$ cat config.mk
export PLATFORM = sky130hd
export DESIGN_NAME = pipa_pulse_arbiter
export DESIGN_NICKNAME = d
export VERILOG_FILES = /design/src/rtl/pipa_pkg.sv /design/src/rtl/pipa_axis_acc.sv /design/src/rtl/pipa_pulse_arbiter.sv
export SDC_FILE = /design/constraint.sdc
export NUM_CORES = 1
export LEC_CHECK = 0
export CAP_MARGIN = 25
export CORE_MARGIN = 4
export CORE_UTILIZATION = 40
export DETAILED_ROUTE_END_ITERATION = 16
export HOLD_SLACK_MARGIN = 0.03
export SYNTH_ARGS = -nofsm -noshare
export SYNTH_HDL_FRONTEND = slang
export SYNTH_SLANG_ARGS = --single-unit
$ cat constraint.sdc
create_clock -name CLOCK -period 5.73 [get_ports CLOCK]
set_clock_uncertainty 0.15 [all_clocks]
set_input_delay 1.146 -clock CLOCK [delete_from_list [all_inputs] [get_ports CLOCK]]
set_output_delay 1.146 -clock CLOCK [all_outputs]
set_load 0.005 [all_outputs]
$ cat src/rtl/pipa_pkg.sv
// -----------------------------------------------------------------------------
// pipa_pkg
// Shared definitions for the PIPA pulse arbiter:
//   arb_state_e      - arbiter state encoding (IDLE / REQ / WAIT)
//   PIPA_NAXES_DEF   - default number of accelerometer axes
//   PIPA_CNT_W_DEF   - default width of each signed pending-pulse counter
//   sat_limit()      - magnitude at which a CNT_W-bit counter saturates
// -----------------------------------------------------------------------------
package pipa_pkg;

    typedef enum logic [1:0] {
        ST_IDLE = 2'd0,
        ST_REQ  = 2'd1,
        ST_WAIT = 2'd2
    } arb_state_e;

    localparam int PIPA_NAXES_DEF = 3;
    localparam int PIPA_CNT_W_DEF = 4;

    // Symmetric limit so that +limit and -limit are both representable.
    function automatic int sat_limit(input int cnt_w);
        return (1 << (cnt_w - 1)) - 1;
    endfunction

endpackage

$ cat src/rtl/pipa_axis_acc.sv
// -----------------------------------------------------------------------------
// pipa_axis_acc
// One accelerometer axis: synchronises the asynchronous plus/minus pulse
// lines, turns each rising edge into a single event, and accumulates the
// events plus the arbiter's grant adjustment into a saturating signed counter.
// Optional macro: PIPA_FAIL_DETECT_EN enables the sticky BOTH/OVF flags;
// without it both flags are constant 0 and flclr_i is ignored.
// Ports:
//   clk_i, rst_ni   clock, asynchronous active-low reset
//   clr_i           synchronous clear of everything (GOJAM)
//   pls_i, mns_i    raw asynchronous plus / minus pulse lines
//   inc_i, dec_i    grant adjustment (+1 / -1) applied this cycle
//   flclr_i         synchronous clear of the sticky flags
//   cnt_o           signed pending-pulse count
//   both_o, ovf_o   sticky simultaneous-event / saturation-loss flags
// -----------------------------------------------------------------------------
module pipa_axis_acc
    import pipa_pkg::*;
#(
    parameter int CNT_W = PIPA_CNT_W_DEF
) (
    input  logic                    clk_i,
    input  logic                    rst_ni,
    input  logic                    clr_i,
    input  logic                    pls_i,
    input  logic                    mns_i,
    input  logic                    inc_i,
    input  logic                    dec_i,
    input  logic                    flclr_i,
    output logic signed [CNT_W-1:0] cnt_o,
    output logic                    both_o,
    output logic                    ovf_o
);

    localparam int LIM = sat_limit(CNT_W);
    localparam logic signed [CNT_W+1:0] LIM_P = (CNT_W + 2)'(LIM);
    localparam logic signed [CNT_W+1:0] LIM_N = -LIM_P;

    // [0] and [1] form the synchroniser, [2] is the previous value for edge detect
    logic [2:0] p_sync_q, m_sync_q;
    logic       ev_p_q, ev_m_q;
    logic signed [CNT_W-1:0] cnt_q, cnt_d;
    logic signed [CNT_W+1:0] up, dn, sum;
    logic clamp;

    always_ff @(posedge clk_i or negedge rst_ni) begin
        if (!rst_ni) begin
            p_sync_q <= '0;
            m_sync_q <= '0;
            ev_p_q   <= 1'b0;
            ev_m_q   <= 1'b0;
            cnt_q    <= '0;
        end else if (clr_i) begin
            p_sync_q <= '0;
            m_sync_q <= '0;
            ev_p_q   <= 1'b0;
            ev_m_q   <= 1'b0;
            cnt_q    <= '0;
        end else begin
            p_sync_q <= {p_sync_q[1:0], pls_i};
            m_sync_q <= {m_sync_q[1:0], mns_i};
            // Registered edge event keeps the input-to-counter latency at 3 edges
            ev_p_q   <= p_sync_q[1] & ~p_sync_q[2];
            ev_m_q   <= m_sync_q[1] & ~m_sync_q[2];
            cnt_q    <= cnt_d;
        end
    end

    // Two extra bits so the unsaturated sum of up to +/-2 never wraps
    always_comb begin
        up    = {{CNT_W{1'b0}}, ev_p_q & inc_i, ev_p_q ^ inc_i};
        dn    = {{CNT_W{1'b0}}, ev_m_q & dec_i, ev_m_q ^ dec_i};
        sum   = {{2{cnt_q[CNT_W-1]}}, cnt_q} + up - dn;
        clamp = 1'b0;
        cnt_d = sum[CNT_W-1:0];
        if (sum > LIM_P) begin
            cnt_d = LIM_P[CNT_W-1:0];
            clamp = 1'b1;
        end else if (sum < LIM_N) begin
            cnt_d = LIM_N[CNT_W-1:0];
            clamp = 1'b1;
        end
    end

    assign cnt_o = cnt_q;

`ifdef PIPA_FAIL_DETECT_EN
    logic both_q, ovf_q;
    logic both_set, ovf_set;

    assign both_set = ev_p_q & ev_m_q;
    // Only a pulse event can be "lost"; a clamped grant adjustment is not flagged
    assign ovf_set  = clamp & (ev_p_q | ev_m_q);

    always_ff @(posedge clk_i or negedge rst_ni) begin
        if (!rst_ni) begin
            both_q <= 1'b0;
            ovf_q  <= 1'b0;
        end else if (clr_i) begin
            both_q <= 1'b0;
            ovf_q  <= 1'b0;
        end else begin
            // A same-cycle set beats the clear
            both_q <= (both_q & ~flclr_i) | both_set;
            ovf_q  <= (ovf_q & ~flclr_i) | ovf_set;
        end
    end

    assign both_o = both_q;
    assign ovf_o  = ovf_q;
`else
    logic unused_flag_inputs;
    assign unused_flag_inputs = flclr_i ^ clamp;
    assign both_o = 1'b0;
    assign ovf_o  = 1'b0;
`endif

endmodule

$ cat src/rtl/pipa_pulse_arbiter.sv
// -----------------------------------------------------------------------------
// pipa_pulse_arbiter
// Collects plus/minus accelerometer pulses on NAXES axes into per-axis signed
// counters and issues one increment/decrement request at a time to the
// counter-cycle logic, served round-robin across axes.
// Optional macro: PIPA_FAIL_DETECT_EN enables BOTH / OVF / PIPAFL.
// Ports:
//   CLOCK, rst_          clock, asynchronous active-low reset
//   PIPGp, PIPGm         asynchronous plus / minus pulse lines, one per axis
//   GOJAM                synchronous clear of counters, flags and arbiter
//   ACK                  acknowledge of the current request
//   FLCLR                synchronous clear of the sticky flags
//   PINC_REQ, MINC_REQ   increment / decrement request for axis AXIS
//   AXIS                 axis index of the current request
//   BOTH, OVF, PIPAFL    sticky fail flags and their OR
// -----------------------------------------------------------------------------
module pipa_pulse_arbiter
    import pipa_pkg::*;
#(
    parameter  int NAXES = PIPA_NAXES_DEF,
    parameter  int CNT_W = PIPA_CNT_W_DEF,
    localparam int AW    = (NAXES > 1) ? $clog2(NAXES) : 1
) (
    input  logic             CLOCK,
    input  logic             rst_,
    input  logic [NAXES-1:0] PIPGp,
    input  logic [NAXES-1:0] PIPGm,
    input  logic             GOJAM,
    input  logic             ACK,
    input  logic             FLCLR,
    output logic             PINC_REQ,
    output logic             MINC_REQ,
    output logic [AW-1:0]    AXIS,
    output logic [NAXES-1:0] BOTH,
    output logic [NAXES-1:0] OVF,
    output logic             PIPAFL
);

    logic signed [CNT_W-1:0] cnt [NAXES];
    logic [NAXES-1:0] nz, neg, ack_inc, ack_dec;

    arb_state_e    state_q, state_d;
    logic [AW-1:0] axis_q, axis_d;
    logic [AW-1:0] last_q, last_d;
    logic          minus_q, minus_d;
    logic          grant_ack;

    logic          sel_found, sel_minus;
    logic [AW-1:0] sel_idx;

    assign grant_ack = (state_q == ST_REQ) && ACK;

    generate
        for (genvar gi = 0; gi < NAXES; gi++) begin : g_axis
            // A granted MINC adds one back, a granted PINC takes one away
            assign ack_inc[gi] = grant_ack &  minus_q & (axis_q == AW'(gi));
            assign ack_dec[gi] = grant_ack & ~minus_q & (axis_q == AW'(gi));
            assign nz[gi]      = |cnt[gi];
            assign neg[gi]     = cnt[gi][CNT_W-1];

            pipa_axis_acc #(
                .CNT_W (CNT_W)
            ) u_acc (
                .clk_i   (CLOCK),
                .rst_ni  (rst_),
                .clr_i   (GOJAM),
                .pls_i   (PIPGp[gi]),
                .mns_i   (PIPGm[gi]),
                .inc_i   (ack_inc[gi]),
                .dec_i   (ack_dec[gi]),
                .flclr_i (FLCLR),
                .cnt_o   (cnt[gi]),
                .both_o  (BOTH[gi]),
                .ovf_o   (OVF[gi])
            );
        end
    endgenerate

    // Round-robin pick: first nonzero axis above last_q, else wrap from axis 0
    always_comb begin
        sel_found = 1'b0;
        sel_idx   = '0;
        sel_minus = 1'b0;
        for (int j = 0; j < NAXES; j++) begin
            if (!sel_found && nz[j] && (j > int'(last_q))) begin
                sel_found = 1'b1;
                sel_idx   = AW'(j);
                sel_minus = neg[j];
            end
        end
        for (int j = 0; j < NAXES; j++) begin
            if (!sel_found && nz[j] && (j <= int'(last_q))) begin
                sel_found = 1'b1;
                sel_idx   = AW'(j);
                sel_minus = neg[j];
            end
        end
    end

    // State register
    always_ff @(posedge CLOCK or negedge rst_) begin
        if (!rst_) begin
            state_q <= ST_IDLE;
            axis_q  <= '0;
            last_q  <= AW'(NAXES - 1);
            minus_q <= 1'b0;
        end else begin
            state_q <= state_d;
            axis_q  <= axis_d;
            last_q  <= last_d;
            minus_q <= minus_d;
        end
    end

    // Next-state logic; AXIS and sign are frozen outside IDLE so a request
    // stays put even if opposing pulses zero the counter before ACK
    always_comb begin
        state_d = state_q;
        axis_d  = axis_q;
        last_d  = last_q;
        minus_d = minus_q;
        if (GOJAM) begin
            state_d = ST_IDLE;
            axis_d  = '0;
            last_d  = AW'(NAXES - 1);
            minus_d = 1'b0;
        end else begin
            case (state_q)
                ST_IDLE: begin
                    if (sel_found) begin
                        state_d = ST_REQ;
                        axis_d  = sel_idx;
                        minus_d = sel_minus;
                    end
                end
                ST_REQ: begin
                    if (ACK) begin
                        state_d = ST_WAIT;
                        last_d  = axis_q;
                    end
                end
                default: state_d = ST_IDLE;
            endcase
        end
    end

    // Outputs
    always_comb begin
        PINC_REQ = (state_q == ST_REQ) && !minus_q;
        MINC_REQ = (state_q == ST_REQ) &&  minus_q;
        AXIS     = axis_q;
    end

`ifdef PIPA_FAIL_DETECT_EN
    assign PIPAFL = |{BOTH, OVF};
`else
    assign PIPAFL = 1'b0;
`endif

endmodule

**Word level (Yosys, flattened, before mapping)**

Index checks and enable logic that the tools add are counted.

- Flip-flop bits (word level): 43
- Input port bits: 11

- Add/sub/neg operators: 6
- Order comparisons: 10
- Equal/unequal tests: 5
- Multiplexer cells: 49
- Bitwise logic cells: 33
- Reductions and logical operators: 28

Operators by type and width:

| kind | count |
|---|---|
| $mux W4 | 9 |
| $mux W2 | 13 |
| $and A1 B1 Y1 | 20 |
| $mux W1 | 20 |
| $gt A6 B4 Y1 const B | 3 |
| $lt A6 B4 Y1 const B | 3 |
| $mux W3 | 6 |
| $sub A6 B2 Y6 | 3 |
| $add A4 B3 Y5 | 3 |
| $reduce_or A4 Y1 | 3 |
| $logic_and A1 B1 Y1 | 11 |
| $reduce_bool A2 Y1 | 4 |
| $not A1 Y1 | 7 |
| $ne A3 B3 Y1 const B | 2 |
| $reduce_and A2 Y1 | 3 |
| $xor A1 B1 Y1 | 6 |
| $logic_not A1 Y1 | 5 |
| $eq A2 B1 Y1 const B | 2 |
| $logic_not A2 Y1 | 2 |
| $pmux W2 S2 | 1 |
| $eq A2 B2 Y1 const B | 1 |
| $gt A1 B2 Y1 const A | 1 |
| $gt A2 B2 Y1 const A | 1 |
| $le A1 B2 Y1 const A | 1 |
| $le A2 B2 Y1 const A | 1 |

**Logic depth before layout (Yosys ltp)**

- Depth in word-level cells: 21
- Depth in mapped cells: 14
- Depth with buffers taken out: 14

**Hierarchy**

Synthesis repeated with hierarchy kept, for this count alone.

- Cell total of the unflattened synthesis: 282
- Area, all modules: 2733.9 sq um

By module, submodules not included:

| module | instances | cells an instance | area each (sq um) | sequential area each (sq um) |
|---|---|---|---|---|
| pipa_axis_acc | 3 | 73 | 744.5 | 300.3 |
| pipa_pulse_arbiter | 1 | 63 | 500.5 | 176.4 |

**Worst setup path before layout**

No wires, ideal clock.

- Kind: input-to-reg
- From: in ACK
- To: reg g_axis[2].u_acc.cnt_q[0]
- Library setup time: 0.119 ns
- Data arrival time: 3.505 ns
- Data required time: 5.461 ns
- Slack: 1.956 ns
- Stages on the path: 12
- Buffers on the path: 0
- Path through: nand2_1 nor4_1 ha_1 ha_1 inv_1 fa_1 fa_1 xnor2_1 o21ai_0 nand4_1 nand3_1 o21a_1

- Word-level cells in the longest chain between the ends: 10

Ends and longest elaborated chain:

| what | RTL line | source |
|---|---|---|
| start, declared | pipa_pulse_arbiter.sv:29 | `input logic ACK,` |
| $logic_and A1 B1 Y1 * | pipa_pulse_arbiter.sv:51 | `assign grant_ack = (state_q == ST_REQ) && ACK;` |
| $and A1 B1 Y1 (2 in series) | pipa_pulse_arbiter.sv:56 | `assign ack_inc[gi] = grant_ack & minus_q & (axis_q == AW'(gi));` |
| $xor A1 B1 Y1 or $and A1 B1 Y1 (tied branches) | pipa_axis_acc.sv:71 | `up = {{CNT_W{1'b0}}, ev_p_q & inc_i, ev_p_q ^ inc_i};` |
| $add A4 B3 Y5 | pipa_axis_acc.sv:73 | `sum = {{2{cnt_q[CNT_W-1]}}, cnt_q} + up - dn;` |
| $sub A6 B2 Y6 * | pipa_axis_acc.sv:73 |  |
| $lt A6 B4 Y1 | pipa_axis_acc.sv:79 | `end else if (sum < LIM_N) begin` |
| $mux W4 | pipa_axis_acc.sv:79 |  |
| $mux W4 * | pipa_axis_acc.sv:76 | `if (sum > LIM_P) begin` |
| $mux W4 * | pipa_axis_acc.sv:53 | `end else if (clr_i) begin` |
| end signal, assigned | pipa_axis_acc.sv:65 | `cnt_q <= cnt_d;` |
| end, declared | pipa_axis_acc.sv:42 | `logic signed [CNT_W-1:0] cnt_q, cnt_d;` |

Mark *: on every way between the ends. The rest lies on a longest branch, timed or not.
A chain may end at the register's enable or synchronous reset.

**Final worst setup path**

Same ends and word-level chain as after synthesis.

==> results.json <==
{
  "fin_crit_ns": 4.34,
  "clkPwrFrac_pct": 17.2,
  "diodes": 0,
  "drive_gt1_share_pct": 7.69,
  "arrival_ns": 4.39,
  "grt_pass1_wl_mm": 7.55,
  "timing.slew.headroom_pct": 55.9,
  "cts_buffers": 5,
  "drt_iter0_drc": 72,
  "synth-seq-cells": 43,
  "rr_worst_depth": 14,
  "dieWidth_um": 87.6,
  "peakVddDrop_mv": 0.218,
  "critPathMaxFanout": 8,
  "die_y_um": 87.6,
  "final_util_pct": 46.9,
  "worst_slew_pin_slew_ns": 0.655,
  "hold-path-cell-count": 1,
  "tns_ns": 0,
  "synthArstFlopShare_pct": 100,
  "final_max_slew_viol_count": 0,
  "p_int_mw": 0.711,
  "hold_violations": 0,
  "required_ns": 5.78,
  "place.gp.congestion": 0.777,
  "track_usage_pct": 12.7,
  "vias": 1749,
  "cts_buffer_depth": 2,
  "drt-pass1-iter-count": 4,
  "ys.warnings.count": 0,
  "viasPerCell": 5.03,
  "cts_sinks": 43,
  "hold_path_class": "flop to flop",
  "ys_seq_area_share_pct": 42.5,
  "stdcell_area_um2": 2820,
  "max_freq_mhz": 230,
  "grt-ovfl-total": 0,
  "cts.reportedPaths.clkPinSlew_ns": 0.09,
  "grt_antenna_before_repair": 0,
  "dp_slack_ns": 1.10,
  "initial_core_util_pct": 42.1,
  "rows": 28,
  "worst_setup_path_end_kind": "flop",
  "cap_violations": 0,
  "drtAntennaViolNets": 0,
  "status": "finished, final reports clean",
  "wl_mm": 4.42,
  "clk_latency_ns": 0.30,
  "grt_pass1_vias": 1605,
  "yosysTopAreaCell": "dfrtp_1",
  "ff2ff_setup_slack_ns": 1.95,
  "htreeDepth": 2,
  "crit_type": "primary input to flop",
  "postCtsSetupBuffers": 0,
  "power_frac_comb_pct": 45.9,
  "io_pins": 22,
  "final_common_cell": "dfrtp_1",
  "syn_area_per_cell_um2": 9.86,
  "synth_cells": 257,
  "rsz0062_at_grt": "false",
  "cts_hold_buffers": 0,
  "layout_common_cells": "dfrtp_1, nor2b_1, inv_1, ha_1, nand2_1",
  "period_share_pct": 75.8,
  "p_switching_mw": 0.485,
  "cts-root-buf": "clkbuf_8",
  "placed_area_um2": 2710,
  "cp-start-kind": "primary input",
  "synth.distinct_cells": 44,
  "sw_frac_of_total_pct": 40.6,
  "dpl.hpwl_mm": 3.24,
  "synthesis.area_um2": 2530,
  "numPortBuffers": 13,
  "coreArea_um2": 6030,
  "die-area_um2": 7670,
  "drc_errors": 0,
  "worst_slack_ns": 1.39,
  "wire_per_inst_um": 12.7,
  "grt_max_degree": 44,
  "ctsResizeCount": 0,
  "synth_top_area_share_pct": 41.5,
  "synth_ff_type": "dfrtp_1",
  "synth_edf_count": 0,
  "setup_violations": 0,
  "powerDensity_nw_per_um2": 424,
  "tritoncts": "built",
  "leakage_nw": 1.34,
  "area_delta_synth_final_pct": 11.4,
  "p_seq_share_pct": 36.9,
  "yosys-top-cells-area": "dfrtp_1, ha_1, nor2b_1",
  "finalNetCount": 307
}
-- cell families (layout without fill, tap and decap cells) --
kind of cell | count (synthesis) | in the layout | share of synthesized area [%]
AO/OA/AOI/OAI | 51 | 51 | 13.8
XOR/XNOR | 6 | 6 | 2.07
adder cells (fa/ha/maj) | 24 | 24 | 13.6
buffers and inverters | 37 | 47 | 6.66
flip-flops | 43 | 43 | 42.5
other | 1 | 7 | 0.148
AND/OR/NAND/NOR | 95 | 95 | 21.2
-- final timing paths --
check | from | end
worst max-delay path | ACK | g_axis[2].u_acc.cnt_o[0]
worst min-delay path | g_axis[2].u_acc.m_sync_q[2] | g_axis[2].u_acc.ev_m_q
worst max register to register | state_q[1] | g_axis[2].u_acc.cnt_o[0]
worst min register to register | g_axis[2].u_acc.m_sync_q[2] | g_axis[2].u_acc.ev_m_q
max in group asynchronous | rst_ | last_q[1]
min in group asynchronous | rst_ | g_axis[2].u_acc.m_sync_q[0]
-- flip-flops by register name (all words and copies together) (netlist names) --
register	count
AXIS	2
g_axis.u_acc.ev_p_q	3
state_q	2
minus_q	1
g_axis.u_acc.m_sync_q	9
g_axis.u_acc.ev_m_q	3
g_axis.u_acc.p_sync_q	9
last_q	2
g_axis.u_acc.cnt_o	12
-- cells in the mapped netlist (2+ instances only) --
cell and count:
fa_1 6, a211oi_1 3, nand4_1 2, inv_1 24, dfrtp_1 42, nor2_1 12
and2_1 2, nor3_1 5, a22oi_1 2, nor3_2 2, nand2b_1 4, ha_1 18
a21oi_1 13, buf_4 8, a211o_1 3, a32oi_1 3, a21o_1 3, xnor2_1 6
a21boi_0 3, o21ai_0 7, nand2_1 15, nor4_1 5, nand3_1 8, clkbuf_1 5
nor2b_1 32, o21a_1 6
-- routing by layer --
layer	up-vias	GRT usage (%)	share of wire, %
met2	30	20.1	45
met5	-	0	0
met3	7	2.54	3.8
met4	0	4.18	1.5
li1	889	-	-
met1	823	17.6	50
-- power by group through the flow --
stage / clock network, mW / registers (mW) / logic, mW
6_report: 0.205 / 0.441 / 0.549
3_5_place_dp: 0 / 0.448 / 0.543
3_3_place_gp: 0 / 0.446 / 0.544
5_1_grt: 0.225 / 0.454 / 0.623
4_1_cts: 0.213 / 0.442 / 0.547
2_1_floorplan: 0 / 0.411 / 0.452
-- final cells by class --
class                      count  area, um2
timing repair buffer          15        153
sequential                    43       1080
fill                         564       3200
clock inverter                 2       16.3
inverter                      24       90.1
tap                           75       93.8
multi-input combinational    183       1310
clock buffer                   6       82.6
-- worst max-delay path: stages --
cell	delay, ns
clkdlybuf4s50_1	0.50
nand2_1	0.19
nor4_1	0.28
ha_1	0.29
ha_1	0.21
inv_1	0.07
fa_1	0.45
inv_1	0.08
ha_1	0.22
nor2b_1	0.13
nor3_1	0.38
a211o_1	0.21
nand2_1	0.07
o21a_1	0.17
-- through the flow --
step                      total power, mW  hold WS [ns]  std cells
after floorplan                     0.863         0.228        263
after CTS                            1.20         0.252        347
after global placement              0.989         0.233        339
after global routing                 1.30         0.257        348
final                                1.20         0.250        348
after detailed placement            0.991         0.240        339
Power figures use the tool's default switching activity.
